## src/rtl/mem_wb_skid_stage.sv

```systemverilog
// MEM->WB elastic stage: output register O plus one skid register S (2-entry FIFO),
// registered m_ready, synchronous flush, write-back result mux and retire counter.
module mem_wb_skid_stage #(
    parameter int XLEN  = 32,
    parameter int RW    = 5,
    parameter int CNT_W = 32
) (
    input  logic             clk,
    input  logic             reset,
    input  logic             flush,

    input  logic             m_valid,
    output logic             m_ready,
    input  logic             RegWriteM,
    input  logic [1:0]       ResultSrcM,
    input  logic [XLEN-1:0]  AluResultM,
    input  logic [XLEN-1:0]  RD,
    input  logic [XLEN-1:0]  pc_plus_fourM,
    input  logic [RW-1:0]    RdM,

    output logic             w_valid,
    input  logic             w_ready,
    output logic             RegWriteW,
    output logic [1:0]       ResultSrcW,
    output logic [XLEN-1:0]  ALUResult,
    output logic [XLEN-1:0]  ReadDataW,
    output logic [XLEN-1:0]  pc_plus_fourW,
    output logic [RW-1:0]    RdW,
    output logic [XLEN-1:0]  ResultW,
    output logic [CNT_W-1:0] retire_count
);

    typedef struct packed {
        logic            reg_write;
        logic [1:0]      result_src;
        logic [XLEN-1:0] alu_result;
        logic [XLEN-1:0] read_data;
        logic [XLEN-1:0] pc_plus_four;
        logic [RW-1:0]   rd;
    } payload_t;

    payload_t        in_p, o_q, s_q;
    logic            o_v, s_v;
    logic [CNT_W-1:0] cnt_q;

    logic accept, drain;
    logic o_load_in, o_load_skid, s_load;
    logic o_v_nxt, s_v_nxt;

    assign in_p = '{
        reg_write:    RegWriteM,
        result_src:   ResultSrcM,
        alu_result:   AluResultM,
        read_data:    RD,
        pc_plus_four: pc_plus_fourM,
        rd:           RdM
    };

    // s_v is a flop, so the MEM side never sees a combinational path from w_ready.
    assign m_ready = reset & ~s_v;
    assign accept  = m_valid & m_ready;
    assign drain   = o_v & w_ready;

    always_comb begin
        o_load_in   = 1'b0;
        o_load_skid = 1'b0;
        s_load      = 1'b0;
        o_v_nxt     = o_v;
        s_v_nxt     = s_v;
        if (flush) begin
            o_v_nxt = 1'b0;
            s_v_nxt = 1'b0;
        end else if (!o_v || drain) begin
            if (s_v) begin
                o_load_skid = 1'b1;
                o_v_nxt     = 1'b1;
                s_load      = accept;
                s_v_nxt     = accept;
            end else begin
                o_load_in = accept;
                o_v_nxt   = accept;
            end
        end else if (accept) begin
            s_load  = 1'b1;
            s_v_nxt = 1'b1;
        end
    end

    always_ff @(posedge clk) begin
        if (!reset) begin
            o_v <= 1'b0;
            s_v <= 1'b0;
        end else begin
            o_v <= o_v_nxt;
            s_v <= s_v_nxt;
        end
    end

    // Payload is left alone by flush; only the valid bits are dropped.
    always_ff @(posedge clk) begin
        if (!reset) begin
            o_q <= '0;
            s_q <= '0;
        end else begin
            if (o_load_skid)    o_q <= s_q;
            else if (o_load_in) o_q <= in_p;
            if (s_load)         s_q <= in_p;
        end
    end

    always_ff @(posedge clk) begin
        if (!reset)     cnt_q <= '0;
        else if (drain) cnt_q <= cnt_q + CNT_W'(1);
    end

    always_comb begin
        ResultW = '0;
        case (o_q.result_src)
            2'b00:   ResultW = o_q.alu_result;
            2'b01:   ResultW = o_q.read_data;
            2'b10:   ResultW = o_q.pc_plus_four;
            default: ResultW = '0;
        endcase
    end

    assign w_valid       = o_v;
    assign RegWriteW     = o_q.reg_write & o_v & (o_q.rd != '0);
    assign ResultSrcW    = o_q.result_src;
    assign ALUResult     = o_q.alu_result;
    assign ReadDataW     = o_q.read_data;
    assign pc_plus_fourW = o_q.pc_plus_four;
    assign RdW           = o_q.rd;
    assign retire_count  = cnt_q;

`ifndef SYNTHESIS
    // The skid slot can only be occupied behind a full output slot.
    always_ff @(posedge clk) begin
        if (reset) assert (!s_v || o_v);
    end
`endif

endmodule

```

## config.mk

```make
export PLATFORM = sky130hd
export DESIGN_NAME = mem_wb_skid_stage
export DESIGN_NICKNAME = d
export VERILOG_FILES = /design/src/rtl/mem_wb_skid_stage.sv
export SDC_FILE = /design/constraint.sdc
export NUM_CORES = 1
export LEC_CHECK = 0
export ABC_CLOCK_PERIOD_IN_PS = 1700
export CORE_UTILIZATION = 46
export CTS_BUF_LIST = sky130_fd_sc_hd__clkbuf_2
export DETAILED_ROUTE_END_ITERATION = 6
export PLACE_DENSITY_LB_ADDON = 0.12
export SYNTH_ARGS = -nofsm -noshare
export SYNTH_HDL_FRONTEND = slang
export SYNTH_SLANG_ARGS = --single-unit
export TNS_END_PERCENT = 100
```

## constraint.sdc

```tcl
create_clock -name clk -period 1.7 [get_ports clk]
set_input_delay 0.425 -clock clk [delete_from_list [all_inputs] [get_ports clk]]
set_output_delay 0.425 -clock clk [all_outputs]
set_load 0.02 [all_outputs]
```

# After elaboration in Yosys (flattened, before gate mapping)
# Index checks and enable logic that the tools add are counted.
# W data, S select, Z words.
[op_classes]
n_addsub = 1
n_eq_ne = 2
muxes = 16
bitwise_logic = 7
reduce_logical = 7
[op_table]
columns = ["cell", "n"]
rows = [
  ["$mux W104", 2],
  ["$pmux W32 S3", 1],
  ["$add A32 B1 Y32 const B", 1],
  ["$mux W1", 13],
  ["$and A1 B1 Y1", 5],
  ["$reduce_bool A5 Y1", 1],
  ["$reduce_bool A2 Y1", 2],
  ["$eq A2 B1 Y1 const B", 1],
  ["$eq A2 B2 Y1 const B", 1],
  ["$logic_not A2 Y1", 1],
  ["$not A1 Y1", 2],
  ["$reduce_or A2 Y1", 1],
  ["$logic_not A1 Y1", 1],
  ["$logic_or A1 B1 Y1", 1],
]
[word_totals]
ff_bits = 242
in_bits = 109
out_inout_bits = 170
word_cells = 48

# Logic depth before layout (Yosys ltp)
# Gate-level depths: netlist (run 1).
[logic_depth]
word_depth = 8
depth_mapped = 7
mapped_depth_nobuf = 5

# Worst setup path before layout (run 1)
# No wires, ideal clock.
[synth_path]
kind = "reg2out"
startpoint = "reg o_q, in the netlist ResultSrcW[0]"
endpoint = "out ResultW[13]"
t_arrival_ps = 1672
required_ps = 1275
setup_slack_ps = -397
path_stages_with_launch = 5
n_path_buf = 2
cell_sequence = "dfxtp_1 -> clkbuf_1 -> buf_1 -> mux2i_1 -> o21ai_0"
[synth_between]
elab_chain_cells = 2
elab_cells_between_ends = 4
cone_classes = "eq/ne: 2; mux: 1; reduce/logical: 1"
[synth_rtl]
columns = ["element", "line", "rtl"]
rows = [
  ["start, declared", "42", "payload_t in_p, o_q, s_q;"],
  ["start signal, assigned", "105", "if (o_load_skid) o_q <= s_q;"],
  ["start signal, assigned", "106", "else if (o_load_in) o_q <= in_p;"],
  ["$eq A2 B2 Y1 (tied with other cells)", "118", "case (o_q.result_src)"],
  ["$pmux W32 S3 *", "118", ""],
  ["end, declared", "29", "output logic [XLEN-1:0] ResultW,"],
]
# Mark *: on every way between the ends. The rest lies on a longest branch, timed or not.

# Worst setup path after layout (run 1)
[layout_path]
startpoint = "reg o_q, in the netlist ResultSrcW[0]"
endpoint = "out ResultW[10]"
# The elaborated chain is that of the path after synthesis.

==> out/results.txt, run 1 <==
CP max FO: 5
WHS Path Cells: 3
Clock H-tree levels: 3
final worst setup slack: -0.830 ns
cts hold-fix bufs: 0
share of cells above drive strength 1: 0.501
register area: 5100 µm²
required time of the critical path: 1.27 ns
Slew Limit Headroom: 0.466
Slew Viols, Final: 0
post-synthesis net count: 1429
RSZ-0062 raised after global routing: true
most frequent CP cell: buf_6
first-pass GRT wire length: 55.6 mm
final hold vios: 0
root buffer cell: clkbuf_2
CTS Sinks: 242
number of global-route vias before repair: 10.1k
fillcell total: 1410
DR WL/cell: 21.8 µm
via density per instance: 5.55
CP startpoint kind: flip-flop
fin nets: 1867
Crit. End Element: output port
full die area: 24700 µm²
cts bufs inserted: 66
Peak VDD IR: 369 µV
post-synth cell types: 32
fin crit share: 1.49
Clock Latency Late Sink: 0.85 ns
final setup fails: 393
critical path type: flip-flop to output port
Tot GR Track Use: 0.298
Final Skew: 0.0814 ns
Clock Path Buffers: 3
leakage power: 0.00786 µW
crit path DAT: 2.10 ns
Hold Path Class: primary input to flip-flop
Yosys Warn Count: 0
Mean Syn Cell Area: 8.39 µm²
Power Dens Cells: 668 nW/µm²
crit-path cells: buf_6 > buf_12 > buf_8 > mux2i_4 > o21ai_4 > buf_6
initial DRC count: 951
initial antenna violation count: 4
min Tclk post-route: 2.53 ns
Starting Density: 0.470
post-DP HPWL: 25.4 mm
CTS tree: done
DIE HEIGHT: 157 µm
max frequency: 0.395 GHz
RePlAce Congestion: 0.841
IO Port Bufs: 278
met3 usage: 0.0790
Worst R2R Path Depth: 7
Hold Slack: 0.151 ns
Pre-Repair DR Iteration Count: 7
via count: 11.8k
GR met1 Demand/Resource: 0.350
clock-pin slew on the worst setup and hold paths: 0.12 ns
met2 track demand over resource: 0.521
Fin Setup TNS: -70.25 ns
Final Power: 12500 µW
core area: 23500 µm²
status: finished, violations left
Residual DRC: 7
maxcap violations: 0
Syn Std Cell Area: 11100 µm²
register area share after synthesis: 0.438
slowest stage delay, CP: 0.37 ns
Routed WL: 46.2 mm
Multi-input gate area: 6150 µm²
P&R area growth vs syn: 68.9%
antenna viol nets, final: 0
failing checks: design-rule violations, negative setup slack
die width: 157 µm
number of I/O pins: 279
Cells after Synth: 1319
Core Rows: 56
slew at the pin closest to its max-slew limit: 0.801 ns
gr busiest metal: met2
maximum number of pins on one net before global-route repair: 159
grt total ovfl: 0
Slowest cell on crit path: dfxtp_4
#FFs+latches synth: 242
cells in the mapped netlist:
cell        n  area [µm²]
or4_4       1        11.3
mux2i_1   138        1380
nor3_1      4        20.0
ha_1        1        12.5
o21ai_0    36         180
xnor2_1     3        26.3
nand2b_1    5        31.3
a211oi_1  104         781
and2_1      1        6.26
nand4_1     9        56.3
clkbuf_1   79         297
and4_1      7        61.3
buf_4     103         773
or3_1       7        43.8
xor2_1      5        43.8
o311a_1     1        10.0
nor2_1    114         428
nor2b_1     2        12.5
a21oi_1   128         641
or4_1      15         113
o31ai_1    14         105
nand3_1     9        45.0
buf_1       2        7.51
nand3_2     1        10.0
nor4_1      3        18.8
o21ai_1     2        10.0
nand3b_1    1        7.51
buf_2      20         100
clkinv_1    1        3.75
dfxtp_1   242        4840
nand2_1   255         957
inv_1       6        22.5
through the flow:
stage / setup slack, ns / std cells / util / area, µm²
after floorplan: -0.0629 / 1319 / - / 11300
after global placement: -0.718 / 1877 / 0.629 / 14800
after detailed placement: -0.763 / 1877 / 0.629 / 14800
after CTS: -1.01 / 2038 / 0.701 / 16500
after global routing: -0.877 / 2121 / 0.793 / 18700
final: -0.830 / 2122 / 0.793 / 18700
worst paths after layout:
check                                      start          endpoint  slack, ns
worst max-delay path               ResultSrcW[0]       ResultW[10]      -0.83
worst min-delay path              AluResultM[31]          s_q[100]       0.15
worst max register to register  retire_count[11]  retire_count[31]      -0.30
worst min register to register           s_q[85]           s_q[85]       0.46
timing repair:
action / in CTS / in global routing
pin swaps: 12 / 97
resized for setup: 1170 / 368
setup buffers: 51 / 79
endpoints found under the setup margin: 352 / 395
gates cloned: 4 / 27
kinds of logic (layout without fill, tap and decap cells):
group                      Yosys count  count (layout)  synth area share
AOI/OAI and AO/OA                  285             285             0.156
DFF                                242             242             0.438
adders and majority gates            1               1           0.00113
and+or+nand+nor                    434             435             0.165
xor gates and xnor gates             8               8           0.00634
muxes                              138             138             0.125
other                                0               4                 0
buffers and inverters              211             690             0.109
power breakdown:
group	switching (µW)	leakage, µW	internal (µW)	total (µW)
clock	2530	0.000444	1570	4100
sequential	167	0.00203	5800	5970
combinational	1150	0.00538	1250	2400
flip-flops by register name, summed over array words and instances, names as in the netlist:
register	count
s_q	104
ALUResult	32
ReadDataW	32
pc_plus_fourW	32
retire_count	32
RdW	5
ResultSrcW	2
o_q	1
s_v	1
w_valid	1
critical path, delay by kind of cell, from the launching register on:
kind	cells	cell delay, ns
muxes	1	0.32
buffers and inverters	4	0.52
DFF	1	0.37
AOI/OAI and AO/OA	1	0.08
placed cells by master, fill, tap and decap left out, types with 4 or more instances in the layout:
cell type,instances
and4_1,4
nand2_4,26
o21ai_2,25
clkdlybuf4s50_1,108
or3_1,5
dfxtp_1,105
buf_8,11
inv_1,6
nor2_2,4
buf_16,5
nand2b_1,4
diode_2,4
nor2_1,107
or4_1,4
nand2_2,11
nand2_1,218
mux2i_2,18
dfxtp_4,33
xor2_1,5
clkbuf_2,104
a21oi_2,30
buf_4,157
mux2i_4,22
or4_4,13
dfxtp_2,104
buf_6,235
a211oi_2,20
mux2i_1,98
o31ai_1,12
o21ai_4,6
o21ai_1,4
a21oi_1,98
buf_12,35
clkinv_1,5
a211oi_1,84
nand3_1,8
nand4_1,9
clkbuf_16,21
area by class of cell:
cell class / instances / share of cell area
Inverter: 7 / 0.00181
Clock buffer: 104 / 0.0279
Sequential cell: 242 / 0.273
Timing Repair Buffer: 573 / 0.345
Clock inverter: 6 / 0.00121
Tap cell: 319 / 0.0214
Antenna cell: 4 / 0.000536
Multi-Input combinational cell: 867 / 0.329
routing by layer:
layer / vias up / share of wire
li1: 5399 / -
met2: 628 / 0.48
met4: 2 / 0.052
met3: 167 / 0.088
met1: 5574 / 0.38
met5: - / 0.00026
No activity file was read; power rests on OpenSTA's default activity.
==> run 2, diff against run 1 <==
--- a/config.mk
+++ b/config.mk
@@ -9,6 +9,7 @@
 export CORE_UTILIZATION = 46
 export CTS_BUF_LIST = sky130_fd_sc_hd__clkbuf_2
 export DETAILED_ROUTE_END_ITERATION = 6
+export GPL_ROUTABILITY_DRIVEN = 0
 export PLACE_DENSITY_LB_ADDON = 0.12
 export SYNTH_ARGS = -nofsm -noshare
 export SYNTH_HDL_FRONTEND = slang
==> results of run 2 <==
Same layout as run 1: the final DEF is identical, and so are final timing and power.
==> run 3, diff against run 2 <==
--- a/config.mk
+++ b/config.mk
@@ -6,7 +6,7 @@
 export NUM_CORES = 1
 export LEC_CHECK = 0
 export ABC_CLOCK_PERIOD_IN_PS = 1700
-export CORE_UTILIZATION = 46
+export CORE_UTILIZATION = 45
 export CTS_BUF_LIST = sky130_fd_sc_hd__clkbuf_2
 export DETAILED_ROUTE_END_ITERATION = 6
 export GPL_ROUTABILITY_DRIVEN = 0
==> constraint.sdc (replaced) <==
create_clock -name clk -period 1.7 [get_ports clk]
set_input_delay 0.425 -clock clk [delete_from_list [all_inputs] [get_ports clk]]
set_output_delay 0.425 -clock clk [all_outputs]
set_load 0.01 [all_outputs]
==> out/results.txt, run 3 (synthesized netlist as in run 1, its figures left out) <==
Starting Density: 0.457 (was 0.470)
first-pass GRT wire length: 63.1 mm (was 55.6 mm)
share of cells above drive strength 1: 0.649 (was 0.501)
maxcap violations: 0 (unchanged)
cts hold-fix bufs: 0 (unchanged)
failing checks: negative setup slack (was design-rule violations, negative setup slack)
final hold vios: 0 (unchanged)
Sequential Power Share: 0.434 (was 0.478)
Largest Register: s_q (unchanged)
core area: 24200 µm² (was 23500 µm²)
post-DP HPWL: 25.4 mm (about the same)
Int Pwr: 9120 µW (was 8630 µW)
Core Rows: 57 (was 56)
initial DRC count: 1938 (was 951)
maximum number of pins on one net before global-route repair: 122 (was 159)
Peak VDD IR: 455 µV (was 369 µV)
leakage power: 0.00868 µW (was 0.00786 µW)
status: finished, violations left (unchanged)
via density per instance: 6.66 (was 5.55)
Final Power: 13900 µW (was 12500 µW)
Residual DRC: 0 (was 7)
grt total ovfl: 0 (unchanged)
final worst setup slack: -1.30 ns (was -0.830 ns)
DR WL/cell: 32.1 µm (was 21.8 µm)
CP startpoint kind: flip-flop (unchanged)
max frequency: 0.333 GHz (was 0.395 GHz)
required time of the critical path: 1.27 ns (about the same)
critical path type: flip-flop to output port (unchanged)
CP max FO: 6 (was 5)
Routed WL: 71.2 mm (was 46.2 mm)
commonest non-fill, non-tap cell in the layout: buf_6 (unchanged)
final setup fails: 404 (was 393)
Power Dens Cells: 649 nW/µm² (was 668 nW/µm²)
Crit. End Element: output port (unchanged)
Clock Latency Late Sink: 0.97 ns (was 0.85 ns)
cts bufs inserted: 66 (unchanged)
Largest register FFs: 104 (unchanged)
P_sw: 4810 µW (was 3850 µW)
min Tclk post-route: 3.00 ns (was 2.53 ns)
root buffer cell: clkbuf_2 (unchanged)
Clock Path Buffers: 3 (unchanged)
number of I/O pins: 279 (unchanged)
clock-pin slew on the worst setup and hold paths: 0.17 ns (was 0.12 ns)
die width: 159 µm (was 157 µm)
Hold Slack: 0.0838 ns (was 0.151 ns)
DIE HEIGHT: 159 µm (was 157 µm)
number of global-route vias before repair: 11.0k (was 10.1k)
Pre-Repair DR Iteration Count: 6 (was 7)
full die area: 25200 µm² (was 24700 µm²)
IO Port Bufs: 278 (unchanged)
Slew Limit Headroom: 0.419 (was 0.466)
Sw Ratio: 0.345 (was 0.308)
fin crit share: 1.77 (was 1.49)
antenna viol nets, final: 0 (unchanged)
fin nets: 1952 (was 1867)
crit path DAT: 2.58 ns (was 2.10 ns)
CTS Sinks: 242 (unchanged)
clock power share: 0.365 (was 0.329)
Final Skew: 0.139 ns (was 0.0814 ns)
CTS tree: done (unchanged)
Clock H-tree levels: 3 (unchanged)
Slew Viols, Final: 0 (unchanged)
P&R area growth vs syn: 94.1% (was 68.9%)
via count: 14.8k (was 11.8k)
slew at the pin closest to its max-slew limit: 0.871 ns (was 0.801 ns)
Comb power frac: 0.201 (was 0.193)
Hold Path Class: primary input to flip-flop (unchanged)
RSZ-0062 raised after global routing: true (unchanged)
Tot GR Track Use: 0.323 (was 0.298)
initial antenna violation count: 7 (was 4)
most frequent cells in the layout: buf_6 (267), nand2_1 (132), buf_4 (126) (was buf_6 (235), nand2_1 (218), buf_4 (157))
pre-CTS WS: -0.727 ns (was -0.763 ns)
[run 3: repair_timing]
| item | CTS | global route |
|---|---|---|
| gates resized for setup | 1234 | 636 |
| endpoints found under the setup margin | 314 | 401 |
| setup buffers | 92 | 81 |
| cloned | 24 | 41 |
| pin swaps | 43 | 330 |
| endpoints found under the hold margin | 0 | 0 |
[run 3: final timing paths]
check,from,end,slack [ns],depth (start not counted)
worst min-delay path,pc_plus_fourM[26],s_q[31],0.08,3
worst max-delay path,ResultSrcW[0],ResultW[1],-1.30,5
worst min register to register,s_q[64],s_q[64],0.50,2
worst max register to register,w_valid,pc_plus_fourW[17],-0.66,12
[run 3: critical path: stages, from the launching register on]
cell,delay (ns)
dfxtp_4,0.54
buf_16,0.18
buf_12,0.12
mux2i_1,0.42
o21ai_0,0.21
buf_2,0.20
[run 3: power groups by stage]
stage	clock network (µW)	logic, µW	registers [µW]
floorplan	0	768	6020
global placement	0	1680	6040
detailed placement	0	1690	6050
CTS	4440	2110	5970
global route	5240	2810	6040
finish	5090	2800	6040
[run 3: through the flow]
| step | instance area [µm²] | util | std cells | setup TNS (ns) |
|---|---|---|---|---|
| after detailed placement | 14700 | 0.608 | 1885 | -147.22 |
| after global placement | 14700 | 0.608 | 1885 | -143.07 |
| final | 21500 | 0.888 | 2219 | -155.93 |
| after floorplan | 11200 | - | 1319 | -0.382 |
| after global routing | 21500 | 0.888 | 2219 | -158.57 |
| after CTS | 17700 | 0.731 | 2107 | -70.15 |
[run 3: area by class of cell]
type,count,area (µm²)
clock inverters,9,86.3
flip-flops and latches,242,5120
inverters,7,33.8
fillers,826,2710
well taps,324,405
multi-input cells,873,7550
diodes,7,17.5
clock buffers,105,526
repair buffers,652,7730
[run 3: layer usage]
layer | part of all wire | wire length, µm | global-route usage | up-vias
met5 | 0 | 0 | 0 | -
met1 | 0.32 | 22700 | 0.407 | 6904
met4 | 0.11 | 8130 | 0.141 | 0
met3 | 0.15 | 10600 | 0.0765 | 677
met2 | 0.42 | 29800 | 0.524 | 1607
li1 | - | - | - | 5591
